[src/rtl/apbm_spi_sclk_pkg.sv]
// apbm_spi_sclk_pkg: shared FSM state encoding and SPI mode constants for the sclk sequencer
package apbm_spi_sclk_pkg;
  typedef enum logic [1:0] {
    ST_IDLE  = 2'd0,
    ST_SETUP = 2'd1,
    ST_XFER  = 2'd2,
    ST_HOLD  = 2'd3
  } state_t;
  localparam logic [1:0] MODE0 = 2'b00;
  localparam logic [1:0] MODE1 = 2'b01;
  localparam logic [1:0] MODE2 = 2'b10;
  localparam logic [1:0] MODE3 = 2'b11;
endpackage

[src/rtl/apbm_spi_sclk_div.sv]
// apbm_spi_sclk_div: half-period counter emitting one tick every div+1 enabled cycles
module apbm_spi_sclk_div #(
  parameter int DIV_W = 8
) (
  input  logic             clk,
  input  logic             rst,
  input  logic             clr,
  input  logic             en,
  input  logic [DIV_W-1:0] div,
  output logic             tick
);
  logic [DIV_W-1:0] cnt;
  assign tick = en && cnt == div;
  always_ff @(posedge clk)
    cnt <= (rst || clr || tick) ? '0 : en ? cnt + 1'b1 : cnt;
endmodule

[src/rtl/apbm_spi_sclk_ctrl.sv]
// apbm_spi_sclk_ctrl: SPI sclk sequencer with cs_n framing, CPOL/CPHA strobes, start/done/abort
module apbm_spi_sclk_ctrl
  import apbm_spi_sclk_pkg::*;
#(
  parameter int DIV_W = 8,
  parameter int CNT_W = 6
) (
  input  logic             clk,
  input  logic             rst,
  input  logic [DIV_W-1:0] cfg_div,
  input  logic             cfg_cpol,
  input  logic             cfg_cpha,
  input  logic [CNT_W-1:0] cfg_nbits,
  input  logic             start,
  input  logic             abort,
  output logic             busy,
  output logic             done,
  output logic             cs_n,
  output logic             sclk,
  output logic             sample_stb,
  output logic             shift_stb
);
  state_t           state;
  logic [DIV_W-1:0] div_q;
  logic             cpol_q, cpha_q;
  logic [CNT_W-1:0] nbits_q;
  logic [CNT_W:0]   ecnt;
  logic             tick, go, lead, last;
  assign go   = state == ST_IDLE && start;
  assign lead = !ecnt[0];
  assign last = ecnt == {nbits_q, 1'b1};
  apbm_spi_sclk_div #(.DIV_W(DIV_W)) u_div (
    .clk (clk),
    .rst (rst),
    .clr (go),
    .en  (state != ST_IDLE),
    .div (div_q),
    .tick(tick)
  );
  always_ff @(posedge clk) begin
    if (rst) begin
      state      <= ST_IDLE;
      busy       <= 1'b0;
      done       <= 1'b0;
      cs_n       <= 1'b1;
      sclk       <= 1'b0;
      sample_stb <= 1'b0;
      shift_stb  <= 1'b0;
      div_q      <= '0;
      cpol_q     <= 1'b0;
      cpha_q     <= 1'b0;
      nbits_q    <= '0;
      ecnt       <= '0;
    end else if (state != ST_IDLE && abort) begin
      state      <= ST_IDLE;
      busy       <= 1'b0;
      done       <= 1'b0;
      cs_n       <= 1'b1;
      sclk       <= cpol_q;
      sample_stb <= 1'b0;
      shift_stb  <= 1'b0;
    end else begin
      done       <= 1'b0;
      sample_stb <= 1'b0;
      shift_stb  <= 1'b0;
      case (state)
        ST_IDLE: begin
          sclk <= cfg_cpol;
          if (start) begin
            state   <= ST_SETUP;
            busy    <= 1'b1;
            cs_n    <= 1'b0;
            div_q   <= cfg_div;
            cpol_q  <= cfg_cpol;
            cpha_q  <= cfg_cpha;
            nbits_q <= cfg_nbits;
            ecnt    <= '0;
          end
        end
        ST_SETUP, ST_XFER: begin
          if (tick) begin
            sclk       <= ~sclk;
            ecnt       <= last ? ecnt : ecnt + 1'b1;
            sample_stb <= cpha_q ? !lead : lead;
            shift_stb  <= cpha_q ? lead : !lead && !last;
            state      <= last ? ST_HOLD : ST_XFER;
          end
        end
        ST_HOLD: begin
          if (tick) begin
            state <= ST_IDLE;
            busy  <= 1'b0;
            cs_n  <= 1'b1;
            done  <= 1'b1;
          end
        end
      endcase
    end
  end
endmodule

[config.mk]
export PLATFORM = sky130hd
export DESIGN_NAME = apbm_spi_sclk_ctrl
export DESIGN_NICKNAME = d
export VERILOG_FILES = /design/src/rtl/apbm_spi_sclk_pkg.sv /design/src/rtl/apbm_spi_sclk_div.sv /design/src/rtl/apbm_spi_sclk_ctrl.sv
export SDC_FILE = /design/constraint.sdc
export NUM_CORES = 1
export LEC_CHECK = 0
export BUFFER_PORTS_ARGS = -buffer_cell sky130_fd_sc_hd__buf_2
export CORE_ASPECT_RATIO = 2
export CORE_MARGIN = 8
export CORE_UTILIZATION = 63
export CTS_BUF_LIST = sky130_fd_sc_hd__clkbuf_8
export CTS_CLUSTER_DIAMETER = 80
export DETAILED_ROUTE_END_ITERATION = 10
export PLACE_DENSITY = 0.86
export SLEW_MARGIN = 20
export SYNTH_ARGS = -nofsm -noshare
export SYNTH_HDL_FRONTEND = slang
export SYNTH_HIERARCHICAL = 1
export SYNTH_SLANG_ARGS = --single-unit
[constraint.sdc]
create_clock -name clk -period 7 [get_ports clk]
set_input_delay 0.7 -clock clk [delete_from_list [all_inputs] [get_ports clk]]
set_output_delay 0.7 -clock clk [all_outputs]
set_load 0.02 [all_outputs]
== Word-level counts from Yosys, hierarchy flattened ==
Index checks and enable logic that the tools add are counted.
Storage, ports and cells
  register bits after elaboration: 39
  bits of input ports: 20
  output and inout port bits: 6
Cells by class
  $add $sub $neg: 2
  eq/ne operators: 10
  multiplexer cells: 21
  bitwise logic cells: 5
  reduce and logical (&&, ||, !) cells: 22
Operator list (count)
  two-way mux 7 bit: 3
  one-hot mux 7 bit (2 select lines): 1
  two-way mux 1 bit: 10
  AND reduction 3 bit: 3
  adder 8 x 1 -> 8 bit, second input constant: 1
  == test 8 bit: 1
  adder 7 x 1 -> 7 bit, second input constant: 1
  == test 7 bit: 1
  two-way mux 2 bit: 3
  one-hot mux 1 bit (2 select lines): 3
  one-hot mux 2 bit (3 select lines): 1
  nonzero test 2 bit: 3
  NOT 1 bit: 5
  AND reduction 5 bit: 1
  == test 2 bit, second input constant: 2
  logical AND 1 bit: 4
  != test 2 x 1 -> 1 bit, second input constant: 2
  != test 2 bit, second input constant: 2
  OR reduction 2 bit: 2
  OR reduction 4 bit: 1
  != test 3 x 2 -> 1 bit, second input constant: 1
  nonzero test 3 bit: 1
  OR reduction 3 bit: 1
  == test 2 x 1 -> 1 bit, second input constant: 1
  other kinds (4): 6

== Logic depth before layout (Yosys ltp) ==
  depth in word-level cells: 5
  mapped depth: 12
  mapped depth without buffers: 10

== Modules after synthesis ==
Netlist, hierarchy kept.
By module, submodules not included
  apbm_spi_sclk_ctrl: times used 1, cells each 176, area each 1411.4 µm², seq. area each 620.6 µm²
  apbm_spi_sclk_div: times used 1, cells each 49, area each 465.4 µm², seq. area each 160.2 µm²

== Least setup slack after synthesis ==
OpenSTA, ideal clock, no wires.
  path type: flip-flop to flip-flop
  start: register state[0]
  end: register ecnt[4]
  setup time: 0.074 ns
  arrival time: 2.583 ns
  data required time: 6.926 ns
  setup slack: 4.343 ns
  cell stages (with the launch flop): 13
  buffers on the path: 2
  clock period less this slack: 2.657 ns
  cell sequence: dfxtp_1 > inv_1 > ha_1 > inv_1 > buf_2 > nand2_1 > nor3_4 > buf_4 > nand2_1 > o32a_1 > nand2b_1 > or4_1 > a31oi_1
On the way
  longest elaborated chain between the ends: 4
  elaborated cells on any way between the ends: 14
  classes of those cells: 5 x eq/ne; 1 x mux; 1 x bitwise; 7 x reduce/logical
RTL lines
  start, declared: RTL line apbm_spi_sclk_ctrl.sv:23  | state_t state;
  start signal, assigned: RTL line apbm_spi_sclk_ctrl.sv:86  | state <= last ? ST_HOLD : ST_XFER;
  nonzero test 2 bit: RTL line apbm_spi_sclk_ctrl.sv:36  | .en (state != ST_IDLE),
  logical AND 1 bit: RTL line apbm_spi_sclk_div.sv:13  | assign tick = en && cnt == div;
  via tick: RTL line apbm_spi_sclk_ctrl.sv:28  | logic tick, go, lead, last;
  != test 2 x 1 -> 1 bit (no line)
  AND reduction 5 bit (no line)
  end signal, assigned: RTL line apbm_spi_sclk_ctrl.sv:83  | ecnt <= last ? ecnt : ecnt + 1'b1;
  end, declared: RTL line apbm_spi_sclk_ctrl.sv:27  | logic [CNT_W:0] ecnt;
The timed path passes the listed nets, and every way through them passes these cells.
A chain may end at the register's enable or synchronous reset.

== Worst setup path in the final report ==
  start: register state[0]
  end: register ecnt[2]
The elaborated chain is that of the path after synthesis.

==> summary.md <==
| Metric | Value |
|---|---|
| TritonCTS sink count | `39` |
| Buffer count from post-CTS setup fixing | `0` |
| Pre-CTS WS | `4.01 ns` |
| Cell count after placement | `268` |
| Slew of the pin with the lowest slew margin | `0.700 ns` |
| Via density | `6.04` |
| Cell Rows | `28` |
| Count of input and output buffers | `25` |
| Period utilization | `44.2%` |
| Total CTS buffers | `5` |
| Count of maximum capacitance violations | `0` |
| Share of synthesized cell area in and, or, nand and nor gates | `25.1%` |
| Floorplan die height | `93.2 microns` |
| Slew Limit Headroom | `53.1%` |
| Buffer cell driving the clock tree root | `clkbuf_8` |
| Sequential share of the synthesized area | `41.6%` |
| Detailed Routing Iterations Pass 1 | `4` |
| Sum of internal, switching and leakage power | `0.686 mW` |
| Number of primary I/O pins | `26` |
| Crit Path Category | `register to register` |
| Proportion of power drawn by combinational gates | `28.5%` |
| Instance area at placement | `0.00198 sq mm` |
| Clock group share of total power | `32.0%` |
| Std-Cell Core Area | `0.00291 sq mm` |
| Fraction of final layout cells with drive strength greater than 1 | `16.3%` |
| Mean Syn Cell Area | `8.34 sq um` |
| Startpoint type of the worst setup path | `register` |
| CTS tree | `built` |
| Unique cell type count in the Yosys netlist | `41` |
| Sum of overflow across all layers after global routing | `0` |
| Cell internal power dissipation | `0.457 mW` |
| DRT antenna net count | `0` |
| Run status | `finished clean` |
| Final GP Congestion | `0.854` |
| First DRT Iteration DRCs | `47` |
| Diode insertion count for antenna repair | `0` |
| Total routed wirelength | `4360 microns` |
| Cells after Synth | `225` |
| Post-route minimum period | `3.09 ns` |
| Unrepaired setup endpoints after global routing | `false` |
| Cell with the most instances after synthesis | `nand2_1` |
| Maximum number of pins on one net before global-route repair | `34` |
| Required time at the worst-slack endpoint | `7.22 ns` |
| Share of cell area taken by muxes after synthesis | `1.13%` |
| Path type of the worst min-delay path | `register to register` |
| Number of pins with negative max-slew slack in the final report | `0` |
| Complex-gate fraction of the synthesized area | `13.7%` |
| Initial Utilization | `64.5%` |
| VDD IR-drop max | `214 uV` |
| Buffer levels on the longest clock path | `2` |
| Fraction of power spent switching nets | `33.4%` |
| Post-synth design cell area | `0.00188 sq mm` |
| Synth Area in XOR/XNOR | `11.1%` |
| Number of inserted filler cells in the final layout | `238` |
| Layout Nets | `269` |
| Post-synth top area share | `41.6%` |
| Cell types with the highest counts after synthesis | `nand2_1 (54), dfxtp_1 (39), a21oi_1 (21)` |
| Leakage power | `0.837 nW` |
| Final design area excluding fillers | `0.00211 sq mm` |
| Clock-pin slew on the worst setup and hold paths | `0.08 ns` |
| H-tree levels | `2` |
| Vias in the first global route | `1675` |
| Antenna violations before repair | `0` |
| Seq pwr share | `39.5%` |
| Final setup violation count | `0` |
| Number of cells in the finished layout apart from fillers | `276` |
| Layout overhead on the synthesized area | `12.5%` |
| Proportion of register bits with asynchronous set or reset after synthesis | `0%` |
| Adder and majority gate portion of the synthesized area | `2.67%` |
| Die area | `0.00509 sq mm` |
| Power per cell area | `325 mW/mm^2` |
| Insertion delay to the later sink of the worst-skew pair | `0.29 ns` |
| Achievable Freq | `323 MHz` |
| PostCTS Resize Cnt | `0` |
| Die Wd | `54.6 microns` |
| Worst Setup Slack, final | `3.91 ns` |
| Cell type with the highest aggregate area in the netlist | `dfxtp_1` |
| Syn nets | `249` |
| Final hold viol count | `0` |
| Critical path arrival | `3.31 ns` |
| Cell types with the largest area share after synthesis | `dfxtp_1 (42%), nand2_1 (11%), xnor2_1 (6.1%)` |
| Seq cells post-synth | `39` |
| Number of warnings printed during yosys synthesis | `6` |
| Summed negative setup slack over all endpoints | `0 ns` |
| Capturing element type of the critical path | `register` |
| Top fanout value on the critical path | `16` |
| Psw | `0.229 mW` |
| Vias after detailed routing | `1666` |
| Total GRT Usage | `18.3%` |
| Clock Skew | `0.00683 ns` |
| Routed len/inst | `15.8 microns` |
| Final HPWL DP | `3070 microns` |
| Count of flip-flops with a built-in enable after synthesis | `0` |
| Number of buffers inserted by hold repair at cts | `0` |
| Dominant combinational cell family by area after synthesis | `simple AND/OR/NAND/NOR gates` |
| Dominant register cell in the synthesized netlist | `dfxtp_1` |
| Wire length of the first global-routing pass | `7110 microns` |
| DRC viols | `0` |
registers in the layout, indices dropped and copies added (netlist names):
signal	count
u_div/cnt	8
div_q	8
done	1
cpol_q	1
shift_stb	1
ecnt	7
state	2
nbits_q	6
sample_stb	1
cs_n	1
cpha_q	1
sclk	1
busy	1
layer usage:
metal | part of all wire (%) | up-vias | track usage, % | routed length, microns
li1 | - | 812 | - | -
met1 | 38 | 797 | 17.6 | 1650
met3 | 3.8 | 16 | 3.82 | 165
met4 | 3.8 | 0 | 12.2 | 167
met5 | 0 | - | 0 | 0
met2 | 55 | 41 | 32.0 | 2380
worst max-delay path, cell delays in order (launching register included):
cell and delay [ns]:
dfxtp_1 0.38, inv_1 0.07, ha_1 0.26, inv_1 0.26, nand2_1 0.15, nor3_4 0.53, nand2_1 0.11, o32a_1 0.41
nand2b_1 0.24, or4_1 0.43, a31oi_1 0.18
placed cells by master (no fill, tap or decap), types with 7 or more instances in the layout:
master   synthesis  routed
xnor2_1         13      13
a31oi_1          7       7
dfxtp_1         39      39
buf_2            1      25
a21oi_1         21      21
nand2_1         54      54
nor2_1           7       7
inv_1            6       7
xor2_1           9       9
nor4_1           7       7
area by class of cell:
type                            instances  area (sq um)  share of cell area [%]
Clock buffer                            5          68.8                    3.26
Clock inverter                          3          63.8                    3.02
Inverter                                7          26.3                    1.24
Multi-Input combinational cell        167          1010                    47.8
Sequential cell                        39           781                    37.0
Tap cell                               30          37.5                    1.78
Timing Repair Buffer                   25           125                    5.93
through the flow:
step	util (%)	hold slack, ns
after global placement	68.0	0.448
after detailed placement	68.0	0.458
after global routing	72.6	0.495
after floorplan	-	0.437
after CTS	72.6	0.469
final	72.6	0.469
power groups by stage:
stage | Sequential [mW] | Clock, mW | Combinational [mW]
after global routing | 0.274 | 0.230 | 0.217
after global placement | 0.274 | 0 | 0.189
final | 0.271 | 0.220 | 0.195
after floorplan | 0.277 | 0 | 0.151
after CTS | 0.271 | 0.222 | 0.195
after detailed placement | 0.275 | 0 | 0.192
cells by family after synthesis:
family                     after synthesis
adders and majority gates                4
muxes                                    2
and+or+nand+nor                         94
xor gates and xnor gates                23
DFF                                     39
AOI/OAI and AO/OA                       44
buffers and inverters                   19
worst paths after layout:
check | from | endpoint | slack, ns | cells past startpoint
setup / recovery | state[0] | ecnt[2] | 3.91 | 10
hold / removal | cpol_q | cpol_q | 0.47 | 2
setup reg to reg | state[0] | ecnt[2] | 3.91 | 10
hold reg to reg | cpol_q | cpol_q | 0.47 | 2
(Power assumes the default switching activity.)
